`config.mk`:
```
export PLATFORM = sky130hd
export DESIGN_NAME = iob_bus_merge
export DESIGN_NICKNAME = d
export VERILOG_FILES = /design/src/rtl/iob_bus_merge_pkg.sv /design/src/rtl/iob_bus_merge_fifo.sv /design/src/rtl/iob_bus_merge.sv
export SDC_FILE = /design/constraint.sdc
export NUM_CORES = 1
export LEC_CHECK = 0
export CAP_MARGIN = 0
export CORE_AREA = 2 2 118 120
export DETAILED_ROUTE_END_ITERATION = 12
export DIE_AREA = 0 0 120 122
export GPL_TIMING_DRIVEN = 0
export PLACE_DENSITY = 0.6
export SLEW_MARGIN = 30
export SYNTH_ARGS = -nofsm -noshare
export SYNTH_HDL_FRONTEND = slang
export SYNTH_SLANG_ARGS = --single-unit
export TNS_END_PERCENT = 30
```
`constraint.sdc`:
```
create_clock -name clk_i -period 2.2 [get_ports clk_i]
set_input_delay 0.44 -clock clk_i [delete_from_list [all_inputs] [get_ports clk_i]]
set_output_delay 0.44 -clock clk_i [all_outputs]
set_load 0.02 [all_outputs]
```
`src/rtl/iob_bus_merge_pkg.sv`:
```
// Shared types and helpers for the ibus/dbus merge block.
// Source IDs tag each outstanding read so its response returns to the issuing bus.
package iob_bus_merge_pkg;

    typedef enum logic {
        SRC_IBUS = 1'b0,
        SRC_DBUS = 1'b1
    } src_t;

    // Widest strobe the helper accepts; callers zero-extend narrower strobes.
    localparam int unsigned STRB_MAX_W = 64;

    function automatic logic req_is_read(input logic [STRB_MAX_W-1:0] wstrb);
        return (wstrb == '0);
    endfunction

endpackage

```
`src/rtl/iob_bus_merge_fifo.sv`:
```
// Register FIFO of 1-bit source IDs, depth 2**OUTST_W.
// Push while full and pop while empty are ignored.
module iob_bus_merge_fifo #(
    parameter int OUTST_W = 2
) (
    input  logic clk_i,
    input  logic rstn_i,
    input  logic cke_i,
    input  logic push,
    input  logic pop,
    input  logic din,
    output logic dout,
    output logic full,
    output logic empty
);

    localparam int unsigned DEPTH = 1 << OUTST_W;
    localparam logic [OUTST_W:0] DEPTH_C = (OUTST_W + 1)'(DEPTH);

    logic               mem_q [DEPTH];
    logic [OUTST_W-1:0] wptr_q;
    logic [OUTST_W-1:0] rptr_q;
    logic [OUTST_W:0]   count_q;
    logic               do_push;
    logic               do_pop;

    assign full    = (count_q == DEPTH_C);
    assign empty   = (count_q == '0);
    assign do_push = push & ~full;
    assign do_pop  = pop & ~empty;
    assign dout    = mem_q[rptr_q];

    always_ff @(posedge clk_i) begin
        if (!rstn_i) begin
            wptr_q  <= '0;
            rptr_q  <= '0;
            count_q <= '0;
        end else if (cke_i) begin
            if (do_push) begin
                wptr_q <= wptr_q + 1'b1;
            end
            if (do_pop) begin
                rptr_q <= rptr_q + 1'b1;
            end
            case ({do_push, do_pop})
                2'b10:   count_q <= count_q + 1'b1;
                2'b01:   count_q <= count_q - 1'b1;
                default: count_q <= count_q;
            endcase
        end
    end

    always_ff @(posedge clk_i) begin
        if (cke_i && do_push) begin
            mem_q[wptr_q] <= din;
        end
    end

endmodule

```
`src/rtl/iob_bus_merge.sv`:
```
// Merges the CPU ibus and dbus IOb-native masters onto one memory port.
// Default is fixed priority (dbus first); define IOB_BUS_MERGE_RR_EN for round-robin.
module iob_bus_merge
    import iob_bus_merge_pkg::*;
#(
    parameter int ADDR_W  = 30,
    parameter int DATA_W  = 32,
    parameter int OUTST_W = 2
) (
    input  logic                clk_i,
    input  logic                rstn_i,
    input  logic                cke_i,

    input  logic                ibus_avalid_i,
    input  logic [ADDR_W-1:0]   ibus_addr_i,
    input  logic [DATA_W-1:0]   ibus_wdata_i,
    input  logic [DATA_W/8-1:0] ibus_wstrb_i,
    output logic [DATA_W-1:0]   ibus_rdata_o,
    output logic                ibus_rvalid_o,
    output logic                ibus_ready_o,

    input  logic                dbus_avalid_i,
    input  logic [ADDR_W-1:0]   dbus_addr_i,
    input  logic [DATA_W-1:0]   dbus_wdata_i,
    input  logic [DATA_W/8-1:0] dbus_wstrb_i,
    output logic [DATA_W-1:0]   dbus_rdata_o,
    output logic                dbus_rvalid_o,
    output logic                dbus_ready_o,

    output logic                mem_avalid_o,
    output logic [ADDR_W-1:0]   mem_addr_o,
    output logic [DATA_W-1:0]   mem_wdata_o,
    output logic [DATA_W/8-1:0] mem_wstrb_o,
    input  logic [DATA_W-1:0]   mem_rdata_i,
    input  logic                mem_rvalid_i,
    input  logic                mem_ready_i
);

    localparam int STRB_W = DATA_W / 8;

    src_t                  grant;
    src_t                  grant_q;
    logic                  lock_q;
    logic                  g_avalid;
    logic [STRB_W-1:0]     g_wstrb;
    logic [STRB_MAX_W-1:0] g_wstrb_ext;
    logic                  g_is_read;
    logic                  block;
    logic                  handshake;
    logic                  fifo_push;
    logic                  fifo_pop;
    logic                  fifo_dout;
    logic                  fifo_full;
    logic                  fifo_empty;

`ifdef IOB_BUS_MERGE_RR_EN
    src_t                  last_grant;
`endif

    // A locked grant is held until its handshake; otherwise arbitrate fresh.
    always_comb begin
        grant = SRC_IBUS;
        if (lock_q) begin
            grant = grant_q;
        end else if (dbus_avalid_i && ibus_avalid_i) begin
`ifdef IOB_BUS_MERGE_RR_EN
            grant = (last_grant == SRC_IBUS) ? SRC_DBUS : SRC_IBUS;
`else
            grant = SRC_DBUS;
`endif
        end else if (dbus_avalid_i) begin
            grant = SRC_DBUS;
        end
    end

    always_comb begin
        g_avalid    = ibus_avalid_i;
        mem_addr_o  = ibus_addr_i;
        mem_wdata_o = ibus_wdata_i;
        g_wstrb     = ibus_wstrb_i;
        if (grant == SRC_DBUS) begin
            g_avalid    = dbus_avalid_i;
            mem_addr_o  = dbus_addr_i;
            mem_wdata_o = dbus_wdata_i;
            g_wstrb     = dbus_wstrb_i;
        end
        g_wstrb_ext               = '0;
        g_wstrb_ext[STRB_W-1:0]   = g_wstrb;
    end

    assign mem_wstrb_o = g_wstrb;
    assign g_is_read   = req_is_read(g_wstrb_ext);
    // Registered full flag: a same-cycle pop does not unblock a new read.
    assign block       = fifo_full & g_is_read;
    assign mem_avalid_o = g_avalid & ~block;
    assign handshake   = mem_avalid_o & mem_ready_i;

    assign ibus_ready_o = (grant == SRC_IBUS) & mem_ready_i & ~block;
    assign dbus_ready_o = (grant == SRC_DBUS) & mem_ready_i & ~block;

    assign fifo_push = handshake & g_is_read;
    assign fifo_pop  = mem_rvalid_i & ~fifo_empty;

    assign ibus_rdata_o  = mem_rdata_i;
    assign dbus_rdata_o  = mem_rdata_i;
    assign ibus_rvalid_o = fifo_pop & (fifo_dout == SRC_IBUS);
    assign dbus_rvalid_o = fifo_pop & (fifo_dout == SRC_DBUS);

    always_ff @(posedge clk_i) begin
        if (!rstn_i) begin
            lock_q  <= 1'b0;
            grant_q <= SRC_IBUS;
        end else if (cke_i) begin
            if (handshake) begin
                lock_q <= 1'b0;
            end else if (mem_avalid_o) begin
                lock_q  <= 1'b1;
                grant_q <= grant;
            end
        end
    end

`ifdef IOB_BUS_MERGE_RR_EN
    always_ff @(posedge clk_i) begin
        if (!rstn_i) begin
            last_grant <= SRC_IBUS;
        end else if (cke_i && handshake) begin
            last_grant <= grant;
        end
    end
`endif

    iob_bus_merge_fifo #(
        .OUTST_W(OUTST_W)
    ) u_fifo (
        .clk_i (clk_i),
        .rstn_i(rstn_i),
        .cke_i (cke_i),
        .push  (fifo_push),
        .pop   (fifo_pop),
        .din   (grant == SRC_DBUS),
        .dout  (fifo_dout),
        .full  (fifo_full),
        .empty (fifo_empty)
    );

endmodule
```
# After elaboration in Yosys (flattened, before gate mapping)
# Memories as Yosys holds them, arrays and structs flattened. A register that Yosys moved wholly into a read port is not among the register bits.
# Cells that the tools add are included.
classes:
  n_addsub: 4
  n_eq_ne: 3
  mux: 14
  bitwise: 19
  n_reduce_logical: 11
op_table:
  columns: ["operator", "count"]
  rows:
  - ["$logic_not A64 Y1", 1]
  - ["$mux W32", 1]
  - ["$mux W30", 1]
  - ["$and A1 B1 Y1", 13]
  - ["$mux W1", 8]
  - ["$reduce_and A2 Y1", 4]
  - ["$not A1 Y1", 6]
  - ["$pmux W3 S2", 1]
  - ["$add A2 B1 Y2 const B", 2]
  - ["$mux W2", 2]
  - ["$mux W4", 1]
  - ["$reduce_bool A2 Y1", 2]
  - ["$add A3 B1 Y3 const B", 1]
  - ["$eq A3 B3 Y1 const B", 1]
  - ["$logic_not A3 Y1", 1]
  - ["$reduce_and A3 Y1", 1]
  - ["$sub A3 B1 Y3 const B", 1]
  - ["$eq A2 B1 Y1 const B", 1]
  - ["$eq A2 B2 Y1 const B", 1]
  - ["$logic_and A1 B1 Y1", 2]
word_totals:
  regBits: 9
  mem_bits_rw: 4
  word_cells: 57
  mem_count: 1
memory_table:
  columns: ["memory", "words", "width", "read_ports", "rd_clocked_by_memory_dff", "wr", "line", "rtl"]
  rows:
  - ["u_fifo.mem_q", 4, 1, 1, 1, 1, "iob_bus_merge_fifo.sv:20", "logic mem_q [DEPTH];"]

# Longest topological paths before layout
depth:
  ltp_word: 14
  ltp_mapped: 10

# Cells and area by module
# A second synthesis with hierarchy kept.
hier_totals:
  hier_cells: 228
  area_unflattened_um2: 2160.8
by_module_without_submodules:
  columns: ["module", "n_inst", "cells_per_inst", "area_per_inst_um2", "seq_area_each_um2"]
  rows:
  - ["iob_bus_merge", 1, 166, 1502.7, 40.0]
  - ["iob_bus_merge_fifo", 1, 62, 658.1, 300.3]

# Worst setup path before layout
# OpenSTA, ideal clock, no wires.
synth_path:
  path_type: "register to register"
  from: "register lock_q"
  to: "register u_fifo.count_q[2]"
  t_arrival_ns: 2.277
  required_ns: 2.081
  slack_ns: -0.196
  path_stages_with_launch: 11
  path_buffers: 0
  synth_period_minus_slack_ns: 2.396
  path_cell_list: "dfxtp_1 -> mux2i_4 -> mux2_2 -> nand4_1 -> ha_1 -> inv_1 -> fa_1 -> xnor2_1 -> nand2_1 -> xor2_1 -> nor2_1"
synth_between:
  elab_chain_len: 12
  elab_cells_between_ends: 15
  cone_classes: "2 x eq/ne; 4 x mux; 6 x bitwise; 3 x reduce/logical"
synth_lines:
  columns: ["item", "line", "rtl"]
  rows:
  - ["start, declared", "iob_bus_merge.sv:43", "logic lock_q;"]
  - ["start signal, assigned", "iob_bus_merge.sv:111", "lock_q <= 1'b0;"]
  - ["start signal, assigned", "iob_bus_merge.sv:115", "lock_q <= 1'b0;"]
  - ["start signal, assigned", "iob_bus_merge.sv:117", "lock_q <= 1'b1;"]
  - ["$mux W1 *", "iob_bus_merge.sv:63", "if (lock_q) begin"]
  - ["$mux W4", "iob_bus_merge.sv:81", "if (grant == SRC_DBUS) begin"]
  - ["$logic_not A64 Y1", "iob_bus_merge_pkg.sv:14", "return (wstrb == '0);"]
  - ["$and A1 B1 Y1", "iob_bus_merge.sv:94", "assign block = fifo_full & g_is_read;"]
  - ["$not A1 Y1", "iob_bus_merge.sv:95", "assign mem_avalid_o = g_avalid & ~block;"]
  - ["$and A1 B1 Y1", "iob_bus_merge.sv:95", null]
  - ["$and A1 B1 Y1", "iob_bus_merge.sv:96", "assign handshake = mem_avalid_o & mem_ready_i;"]
  - ["$and A1 B1 Y1 *", "iob_bus_merge.sv:101", "assign fifo_push = handshake & g_is_read;"]
  - ["$and A1 B1 Y1 *", "iob_bus_merge_fifo.sv:29", "assign do_push = push & ~full;"]
  - ["$eq A2 B2 Y1 / $eq A2 B1 Y1 (equally long branches)", "iob_bus_merge_fifo.sv:45", "case ({do_push, do_pop})"]
  - ["$reduce_bool A2 Y1 (no source line)", null, null]
  - ["$reduce_and A2 Y1 (no source line)", null, null]
  - ["end signal, assigned", "iob_bus_merge_fifo.sv:46", "2'b10: count_q <= count_q + 1'b1;"]
  - ["end signal, assigned", "iob_bus_merge_fifo.sv:47", "2'b01: count_q <= count_q - 1'b1;"]
  - ["end signal, assigned", "iob_bus_merge_fifo.sv:48", "default: count_q <= count_q;"]
  - ["end, declared", "iob_bus_merge_fifo.sv:23", "logic [OUTST_W:0] count_q;"]
# Mark *: on every way between the ends. The rest lies on a longest branch, timed or not.
# A chain may end at the register's enable or synchronous reset.

# Worst setup path after layout
# Same ends and word-level chain as after synthesis.

==> flow_summary.toml <==
[run_status]
outcome = "complete, but fails checks"
violations = "negative setup slack"

[finish]
fin_area_sq_um = 5430
nets = 700
num_antenna_cells = 0
drive_above_1_share = 0.485
fillers = 1348
syn_to_final_growth_pct = 154

[clock_tree]
cts_root_buf = "clkbuf_16"
cts_max_path_buffers = 2
cts_buffers = 3
htreeDepth = 1
tritoncts = "yes"
cts_hold_buffers = 0
clk_latency_ps = 250
cts.sink_count = 15
clk_pin_slew_ps = 50

[placement]
place_congestion = 0.830
dp_slack_ps = -958
port_buffers = 273
placed_area_sq_um = 5110
place_hpwl_mm = 8.96

[worst_hold_path]
hold_path_class = "reg -> reg"

[synth]
synth-seq-cells = 15
ys.warnings.count = 0
synthXorXnorAreaFrac = 0.0205
synth_top_area_frac = 0.337
synth_compound_area_frac = 0.0568
netlist_area_sq_um = 2140
syn_nets = 398
synth_top_family_by_area = "multiplexers"
syn_inst = 221
yosys.cell_types.count = 36
synth_top_cells_by_area = "mux2_2, buf_4, dfxtp_1"
synth-simple-area-share = 0.0667
synth.largest_area_cell = "mux2_2"
muxShareOfSynthArea = 0.394
synth-adder-area-share = 0.0386
avgSynthCellArea_sq_um = 9.68
synth_seq_area_share = 0.159

[grt]
grt_pass1_wl_mm = 14.9
grt_max_degree = 11
gr-total-overflow = 0
track_usage = 0.130
grt_antenna_before_repair = 0
first_global_vias = 2833

[sta]
drv_slew = 0
setup_viol = 52
fmax_mhz = 435
hold_viol_final = 0
skew_ps = 2.22
fin_crit_sh = 1.05
fin_ws_ps = -99.0
tightestPinTransition_ps = 469
maxSlewHeadroom = 0.686
fin_crit_ps = 2300
rsz0062_at_grt = "yes"

[flow_run]
cap_violations = 0

[drt]
drc_errors = 0
post_drt_wl_per_cell_um = 15.2
first_pass_iters = 4
detail_route.wirelength_mm = 10.7
drt_iter0_markers = 94
vias = 2681
vias_per_cell = 3.82
drtAntennaViolNets = 0

[setup_path]
crit_type = "reg -> reg"
arrival_ps = 2430
cp_max_fo = 3
required_ps = 2330
crit_path_end_kind = "register"
start_kind = "register"

[floorplanning]
die-width_um = 120
dieArea_sq_um = 14600
initial_core_util = 0.158
coreArea_sq_um = 13500
row_count = 43
fp.dieH_um = 122
ioPinCount = 306

[power_and_ir_drop]
peakVddDrop_uv = 186
leakagePower_uw = 0.00238
p_per_area_nw_per_um2 = 350
critical path, stage by stage (launching register included):
cell and delay [ps]:
dfxtp_4 360, mux2i_4 290, buf_6 140, mux2_4 310, nand4_1 90, ha_2 200
inv_2 40, fa_2 350, xnor2_2 130, nand2_1 70, xor2_1 150, nor2_1 50
cells in the mapped netlist (all sizes together):
cell and n:
o211ai 1, inv 8, dfxtp 11, mux2i 5
a2111oi 1, nor4 2, nor3b 1, xor2 3
mux4 1, mux2 67, buf 71, o2111ai 1
o31a 1, a211oi 3, xnor2 2, and2 1
fa 1, nor2b 2, nor3 1, edfxtp 4
nand3 3, nand4 1, a2111o 1, o21ai 1
nor2 7, nand2 7, ha 5, a21oi 3
o21a 1, and3 4, a21boi 1
cell type report:
| class | instances | area [sq um] | share of cell area |
|---|---|---|---|
| inverters | 8 | 33.8 | 0.00623 |
| plain buffers | 71 | 592 | 0.109 |
| repair buffers | 297 | 2760 | 0.509 |
| flip-flops and latches | 15 | 345 | 0.0637 |
| clock buffers | 4 | 78.8 | 0.0145 |
| multi-input cells | 127 | 1390 | 0.256 |
| well taps | 180 | 225 | 0.0415 |
layout by cell type (no fill, tap or decap), drive strengths merged, types with 2 or more instances in the layout:
master	count
clkdlybuf4s50	194
buf	156
mux2	67
dfxtp	11
clkbuf	11
nand2	7
inv	7
nor2	7
dlygate4sd2	6
ha	5
mux2i	5
and3	4
edfxtp	4
nand3	3
xor2	3
dlymetal6s2s	3
a211oi	3
a21oi	3
nor4	2
clkdlybuf4s15	2
nor2b	2
xnor2	2
final timing paths:
path,startpoint,endpoint,slack (ps),depth (start not counted)
setup reg to reg,lock_q$_SDFFE_PN0P_,u_fifo.count_q[2]$_SDFFE_PN0P_,-100,11
hold / removal,grant_q$_SDFFE_PN0P_,grant_q$_SDFFE_PN0P_,520,2
hold reg to reg,grant_q$_SDFFE_PN0P_,grant_q$_SDFFE_PN0P_,520,2
setup / recovery,lock_q$_SDFFE_PN0P_,u_fifo.count_q[2]$_SDFFE_PN0P_,-100,11
power breakdown:
part           leakage (uW)  total (uW)  internal, uW  switching, uW
Combinational       0.00221        1250           735            516
Sequential         0.000126         294           289           5.52
Clock             0.0000382         354           245            109
Total               0.00238        1900          1270            630
logic make-up (layout without fill, tap and decap cells):
logic type / Yosys count / count (layout)
and+or+nand+nor: 29 / 29
AOI/OAI and AO/OA: 14 / 14
buffers and inverters: 79 / 380
xor gates and xnor gates: 5 / 5
DFF: 15 / 15
adders and majority gates: 6 / 6
muxes: 73 / 73
routing by layer:
layer | vias up | wire, um | track usage | part of all wire
met4 | 0 | 91 | 0.0184 | 0.0085
li1 | 1309 | - | - | -
met5 | - | 0 | 0 | 0
met1 | 1242 | 4200 | 0.156 | 0.39
met2 | 120 | 5700 | 0.243 | 0.53
met3 | 10 | 679 | 0.0281 | 0.064
per-stage QoR:
step / hold WS (ps) / power, uW / TNS, ps / std cells / util
2_1_floorplan: 485 / 848 / -0.877 / 221 / -
3_3_place_gp: 507 / 1490 / -55020 / 674 / 0.378
3_5_place_dp: 521 / 1490 / -56350 / 674 / 0.378
4_1_cts: 530 / 1790 / -1810 / 687 / 0.376
5_1_grt: 567 / 1980 / -4020 / 702 / 0.402
6_report: 523 / 1900 / -1680 / 702 / 0.402
repair_timing:
action                                  4_1_cts  5_1_grt
gates cloned                                  0        3
endpoints found under the setup margin       74       44
resized for setup                           295       81
setup buffers                                 9       12
pin swaps                                     4        3
Note: power is estimated with default switching activity, not from simulation.
